[config.mk]
export PLATFORM = sky130hd
export DESIGN_NAME = icache_direct
export DESIGN_NICKNAME = d
export VERILOG_FILES = /design/src/rtl/icache_direct.sv
export SDC_FILE = /design/constraint.sdc
export NUM_CORES = 2
export LEC_CHECK = 0
export BUFFER_PORTS_ARGS = -buffer_cell sky130_fd_sc_hd__buf_2
export CORE_MARGIN = 2
export CORE_UTILIZATION = 35
export CTS_CLUSTER_SIZE = 14
export DETAILED_ROUTE_END_ITERATION = 6
export PLACE_DENSITY = 0.51
export SYNTH_ARGS = -nofsm -noshare
export SYNTH_HDL_FRONTEND = slang
export SYNTH_SLANG_ARGS = --single-unit
export TNS_END_PERCENT = 10
[constraint.sdc]
create_clock -name clk_i -period 4.6 [get_ports clk_i]
set_input_delay 0.46 -clock clk_i [delete_from_list [all_inputs] [get_ports clk_i]]
set_output_delay 0.46 -clock clk_i [all_outputs]
set_load 0.005 [all_outputs]
[src/rtl/icache_direct.sv]
`default_nettype none
// +----------------------------------------------------------------------------+
// | Module   : icache_direct                                                    |
// | Brief    : Direct-mapped read-only instruction cache with whole-block       |
// |            refill, flush and hit/miss performance counters.                 |
// | Revision : 1.0 - initial release                                            |
// +----------------------------------------------------------------------------+
module icache_direct #(
  parameter int LINES       = 16,
  parameter int BLOCK_WORDS = 4
) (
  input  logic        clk_i,
  input  logic        rst_i,
  input  logic        req_i,
  input  logic [31:0] addr_i,
  output logic [31:0] instr_o,
  output logic        hit_o,
  output logic        stall_o,
  input  logic        flush_i,
  output logic        mem_req_o,
  output logic [31:0] mem_addr_o,
  input  logic [31:0] mem_rdata_i,
  input  logic        mem_valid_i,
  output logic [31:0] hit_cnt_o,
  output logic [31:0] miss_cnt_o
);

  localparam int IDX_W = $clog2(LINES);
  localparam int OFF_W = $clog2(BLOCK_WORDS);
  localparam int TAG_W = 32 - 2 - OFF_W - IDX_W;
  localparam logic [OFF_W-1:0] C_LAST_BEAT = OFF_W'(BLOCK_WORDS - 1);

  typedef enum logic [0:0] {
    ST_IDLE   = 1'b0,
    ST_REFILL = 1'b1
  } state_t;

  state_t             r_state;
  logic [LINES-1:0]   r_valid;
  logic [TAG_W-1:0]   r_tag_arr [LINES];
  logic [31:0]        r_data    [LINES][BLOCK_WORDS];
  logic [IDX_W-1:0]   r_idx_l;
  logic [TAG_W-1:0]   r_tag_l;
  logic [OFF_W-1:0]   r_beat;
  logic               r_flush_pend;
  logic               r_mem_req;
  logic [31:0]        r_mem_addr;
  logic [31:0]        r_hit_cnt;
  logic [31:0]        r_miss_cnt;

  logic [OFF_W-1:0]   w_off;
  logic [IDX_W-1:0]   w_idx;
  logic [TAG_W-1:0]   w_tag;
  logic               w_hit;
  logic               w_beat_fire;
  logic               w_last_beat;
  logic               w_unused_addr;

  assign w_off = addr_i[OFF_W+1:2];
  assign w_idx = addr_i[OFF_W+IDX_W+1:OFF_W+2];
  assign w_tag = addr_i[31 -: TAG_W];
  assign w_unused_addr = ^addr_i[1:0];

  assign w_hit       = (r_state == ST_IDLE) && r_valid[w_idx] && (r_tag_arr[w_idx] == w_tag);
  assign w_beat_fire = (r_state == ST_REFILL) && mem_valid_i;
  assign w_last_beat = w_beat_fire && (r_beat == C_LAST_BEAT);

  assign hit_o      = w_hit;
  assign instr_o    = w_hit ? r_data[w_idx][w_off] : 32'h0000_0000;
  assign stall_o    = (req_i && !w_hit) || (r_state != ST_IDLE);
  assign mem_req_o  = r_mem_req;
  assign mem_addr_o = r_mem_addr;
  assign hit_cnt_o  = r_hit_cnt;
  assign miss_cnt_o = r_miss_cnt;

  // Storage arrays carry no reset; only the valid bits decide what is usable.
  always_ff @(posedge clk_i) begin
    if (w_beat_fire) begin
      r_data[r_idx_l][r_beat] <= mem_rdata_i;
    end
    if (w_last_beat) begin
      r_tag_arr[r_idx_l] <= r_tag_l;
    end
  end

  always_ff @(posedge clk_i or posedge rst_i) begin
    if (rst_i) begin
      r_state      <= ST_IDLE;
      r_valid      <= '0;
      r_idx_l      <= '0;
      r_tag_l      <= '0;
      r_beat       <= '0;
      r_flush_pend <= 1'b0;
      r_mem_req    <= 1'b0;
      r_mem_addr   <= '0;
      r_hit_cnt    <= '0;
      r_miss_cnt   <= '0;
    end else begin
      case (r_state)
        ST_IDLE: begin
          if (req_i && w_hit) begin
            r_hit_cnt <= r_hit_cnt + 32'd1;
          end
          // A flush wins over a coincident miss: no refill is launched.
          if (flush_i) begin
            r_valid <= '0;
          end else if (req_i && !w_hit) begin
            r_idx_l    <= w_idx;
            r_tag_l    <= w_tag;
            r_beat     <= '0;
            r_miss_cnt <= r_miss_cnt + 32'd1;
            r_mem_req  <= 1'b1;
            r_mem_addr <= {w_tag, w_idx, {OFF_W{1'b0}}, 2'b00};
            r_state    <= ST_REFILL;
          end
        end
        ST_REFILL: begin
          if (flush_i) begin
            r_flush_pend <= 1'b1;
          end
          if (mem_valid_i) begin
            if (r_beat == C_LAST_BEAT) begin
              if (r_flush_pend || flush_i) begin
                r_valid <= '0;
              end else begin
                r_valid[r_idx_l] <= 1'b1;
              end
              r_flush_pend <= 1'b0;
              r_mem_req    <= 1'b0;
              r_beat       <= '0;
              r_state      <= ST_IDLE;
            end else begin
              r_beat     <= r_beat + 1'b1;
              r_mem_addr <= {r_tag_l, r_idx_l, r_beat + 1'b1, 2'b00};
            end
          end
        end
        default: r_state <= ST_IDLE;
      endcase
    end
  end

endmodule
`default_nettype wire

==> summary.txt <==
Floorplan
  • Row count: 196
  • IO Count: 200
  • Die Area: 0.289 mm²
  • Die height: 538 µm
  • Initial Util: 0.351
  • Core region area: 0.284 mm²
  • DIE WIDTH: 538 µm

Placed design
  • Final GP Congestion: 0.760
  • Detailed placement HPWL: 143000 µm
  • Placed cell count: 8238
  • IO Port Bufs: 195

Worst setup path
  • Crit start category: register
  • Worst Path Class, Setup: register to output pin
  • Critical path's top delay family: simple AND/OR/NAND/NOR gates
  • Reg-to-reg startpoint: r_idx_l[1]$_DFFE_PP0P_
  • Critical-path top delay cell: or4_4
  • Crit path from: r_tag_arr[3][11]$_DFFE_PP_
  • Top cell by count, worst path: buf_6
  • Crit path max fanout: 5
  • Crit. End Element: output pin
  • Required time of the critical path: 4.14 ns
  • Worst r2r path cells: 4
  • RR Endpoint: r_data[11][5]$_DFFE_PP_
  • WP data arrival: 4.35 ns
  • Slowest Stage Delay on Critical Path: 0.55 ns
  • Worst Path Buf+Inv: 4
  • R2R Setup Slk: 0.95 ns
  • CP Cell Sequence: mux4_2 > mux2_4 > a221o_1 > or4_4 > nor4_4 > buf_6 > nand2_8 > buf_12 > a211oi_2 > buf_4 > buf_6

Run status
  • Outcome: finished, violations left
  • Failing checks: setup timing

Clock network
  • CTS clk-pin slew, worst paths: 0.06 ns
  • Worst-Skew Late Latency: 0.87 ns
  • Deepest clock path buffer count: 4
  • CTS Root Cell: clkbuf_16
  • CTS Buf Count: 288
  • Clock sinks: 2575
  • CTS tree: done
  • # H-tree levels: 5

STA
  • Worst Slack Setup Final: -0.214 ns
  • Final setup fails: 32
  • Clock Skews: 0.0566 ns
  • Crit share post-route: 1.05
  • Crit path time final: 4.81 ns
  • Worst slew pin tran: 1.23 ns
  • Fmax: 208 MHz
  • Max_slew headroom: 0.183
  • Final Slew Violations: 0
  • Fin. Hold Viols: 0
  • RSZ-0062 raised after global routing: true

GRT
  • Global-route wire length before repair: 375000 µm
  • Largest net degree at the start of global routing: 104
  • Gr ovfl total: 0
  • Initial antenna violation count: 21
  • Total Routing Usage GR: 0.183
  • Vias in the first global route: 48800

Min path
  • HP Class: primary input to register
  • Hold path endpoint: hit_cnt_o[3]$_DFFE_PP0P_
  • Hold path start: req_i
  • Hold depth: 3

Synthesis
  • Async set-or-reset flop fraction in the synthesized netlist: 0.0555
  • Synth area leaders: edfxtp_1 73%, mux4_2 17%, dfrtp_1 3.6%, mux2_2 0.94%, clkbuf_1 0.50%
  • Post-Syn Instances: 4296
  • Cell with the most instances after synthesis: edfxtp_1
  • Synth warn: 0
  • Synth cell count leaders: 2432 x edfxtp_1, 753 x mux4_2, 143 x dfrtp_1
  • Post-Syn Area: 0.0997 mm²
  • Main synth FF type: edfxtp_1
  • EDFF count, synth: 2432
  • Distinct cells, synth: 64
  • Synthesized area per cell: 23.2 µm²
  • Post-synth top area share: 0.732
  • Register area share after synthesis: 0.768
  • Synth Register Bits: 2575
  • Leading area contributor after synthesis: edfxtp_1

Drt
  • First-pass DRT Iterations: 5
  • Drt drc: 0
  • Final wirelength: 268000 µm
  • WL/cell: 30.5 µm
  • Vias: 47400
  • Vias per inst: 5.40
  • ANT nets after route: 0
  • Initial DRC Count: 5040

Power
  • P_leak: 0.0374 µW
  • Power share of the combinational group: 0.088
  • Power density over the cells: 466 mW/mm²
  • Reg power frac: 0.514
  • P_sw: 12800 µW
  • Pwr Total: 54400 µW
  • Clock Power Share: 0.398
  • Switch share: 0.236
  • Maximum vdd drop: 0.290 mV
  • Internal Dissipation: 41600 µW

Job
  • Max Cap Viol: 0

Finish
  • Final std cells w/o fill: 8776
  • Synth-to-Final Area Change: 17.0%
  • Share of cells above drive strength 1: 0.347
  • Fin nets: 4867
[worst max-delay path by stage]
stage / end / depth (start not counted) / slack (ns)
floorplan: hit_cnt_o[0]$_DFFE_PP0P_ / 1 / 0.30
global placement: instr_o[30] / 17 / -0.74
detailed placement: instr_o[30] / 17 / -0.78
CTS: instr_o[28] / 15 / -0.22
global route: instr_o[30] / 11 / -0.35
finish: instr_o[28] / 11 / -0.21
[layer usage]
metal	routed length, µm	track usage
met5	40	0
met4	5710	0.0433
met3	18900	0.0397
met2	126000	0.288
met1	117000	0.262
[worst reg2reg max path: stages, from the launching register on]
cell and delay [ns]:
dfrtp_1 0.79, nor2b_1 0.77, nand3_1 0.66, nor2_4 0.67, buf_4 0.40
[cell usage in the layout (no fill, tap or decap), types with 11 or more instances in the layout]
cell type      instances
buf_2                184
nor4_1                13
nor2_4                64
buf_12                69
inv_1                 17
mux2i_1               40
nor2_1                44
nand3_1               28
buf_4                151
a22oi_1               11
dfrtp_1              142
mux2_2                82
dlygate4sd3_1         25
and3_1                39
nor3_1                16
nor2b_1               15
nand2_1               66
xor2_1                39
bufinv_16             12
clkinv_1              66
a211oi_1              13
clkbuf_16            297
clkbuf_1              67
xnor2_1               43
nand4_1               25
clkinv_2              35
and2_1                15
o21ai_0               19
edfxtp_1            2432
diode_2               11
mux4_2               753
[final cells by class]
class | instances | area [µm²]
Timing Repair Buffer | 441 | 3830
Sequential cell | 2575 | 76600
Inverter | 21 | 91.3
Tap cell | 3762 | 4710
Multi-Input combinational cell | 1465 | 22700
Clock inverter | 131 | 995
Clock buffer | 370 | 7770
Fill cell | 24800 | 168000
Antenna cell | 11 | 27.5
[sequential cells by signal, summed over array words and instances (netlist names)]
register      count
r_valid          16
r_flush_pend      1
mem_addr_o       30
r_data         2048
mem_req_o         1
hit_cnt_o        32
r_state           1
r_tag_l          24
r_beat            2
r_idx_l           4
r_tag_arr       384
miss_cnt_o       32
[metrics by stage]
stage          worst slack (ns)  area (µm²)   util  hold slack (ns)  setup TNS (ns)
4_1_cts                  -0.223      117000  0.410           0.0134           -4.07
3_3_place_gp             -0.743      107000  0.378            0.456          -16.75
6_report                 -0.214      117000  0.411           0.0741           -4.59
5_1_grt                  -0.351      117000  0.410           0.0603           -9.62
2_1_floorplan             0.302       99800      -            0.457               0
3_5_place_dp             -0.784      107000  0.378            0.457          -18.03
[logic make-up after synthesis]
family | after synthesis | synth area share
other cells | 1 | 0.0000376
simple gates | 363 | 0.0182
xor+xnor | 82 | 0.00720
flops | 2575 | 0.768
fa+ha+maj | 6 | 0.000753
buf+inv | 257 | 0.0118
mux | 886 | 0.185
compound gates | 126 | 0.00911
[repair_timing]
item                       CTS  global route
buffers inserted             2             1
hold endpoints to repair    94             0
cloned                       1             0
pin swaps                    7             5
setup endpoints to repair   33            33
hold buffers                25             0
gates resized for setup     26            17
[power groups by stage]
stage | Combinational [µW] | Clock, µW | Sequential (µW)
4_1_cts | 4820 | 22200 | 28000
6_report | 4770 | 21700 | 28000
2_1_floorplan | 2630 | 0 | 28100
3_5_place_dp | 4780 | 0 | 28500
5_1_grt | 5080 | 23100 | 28100
3_3_place_gp | 4730 | 0 | 28400
Note: power is estimated with default switching activity, not from simulation.
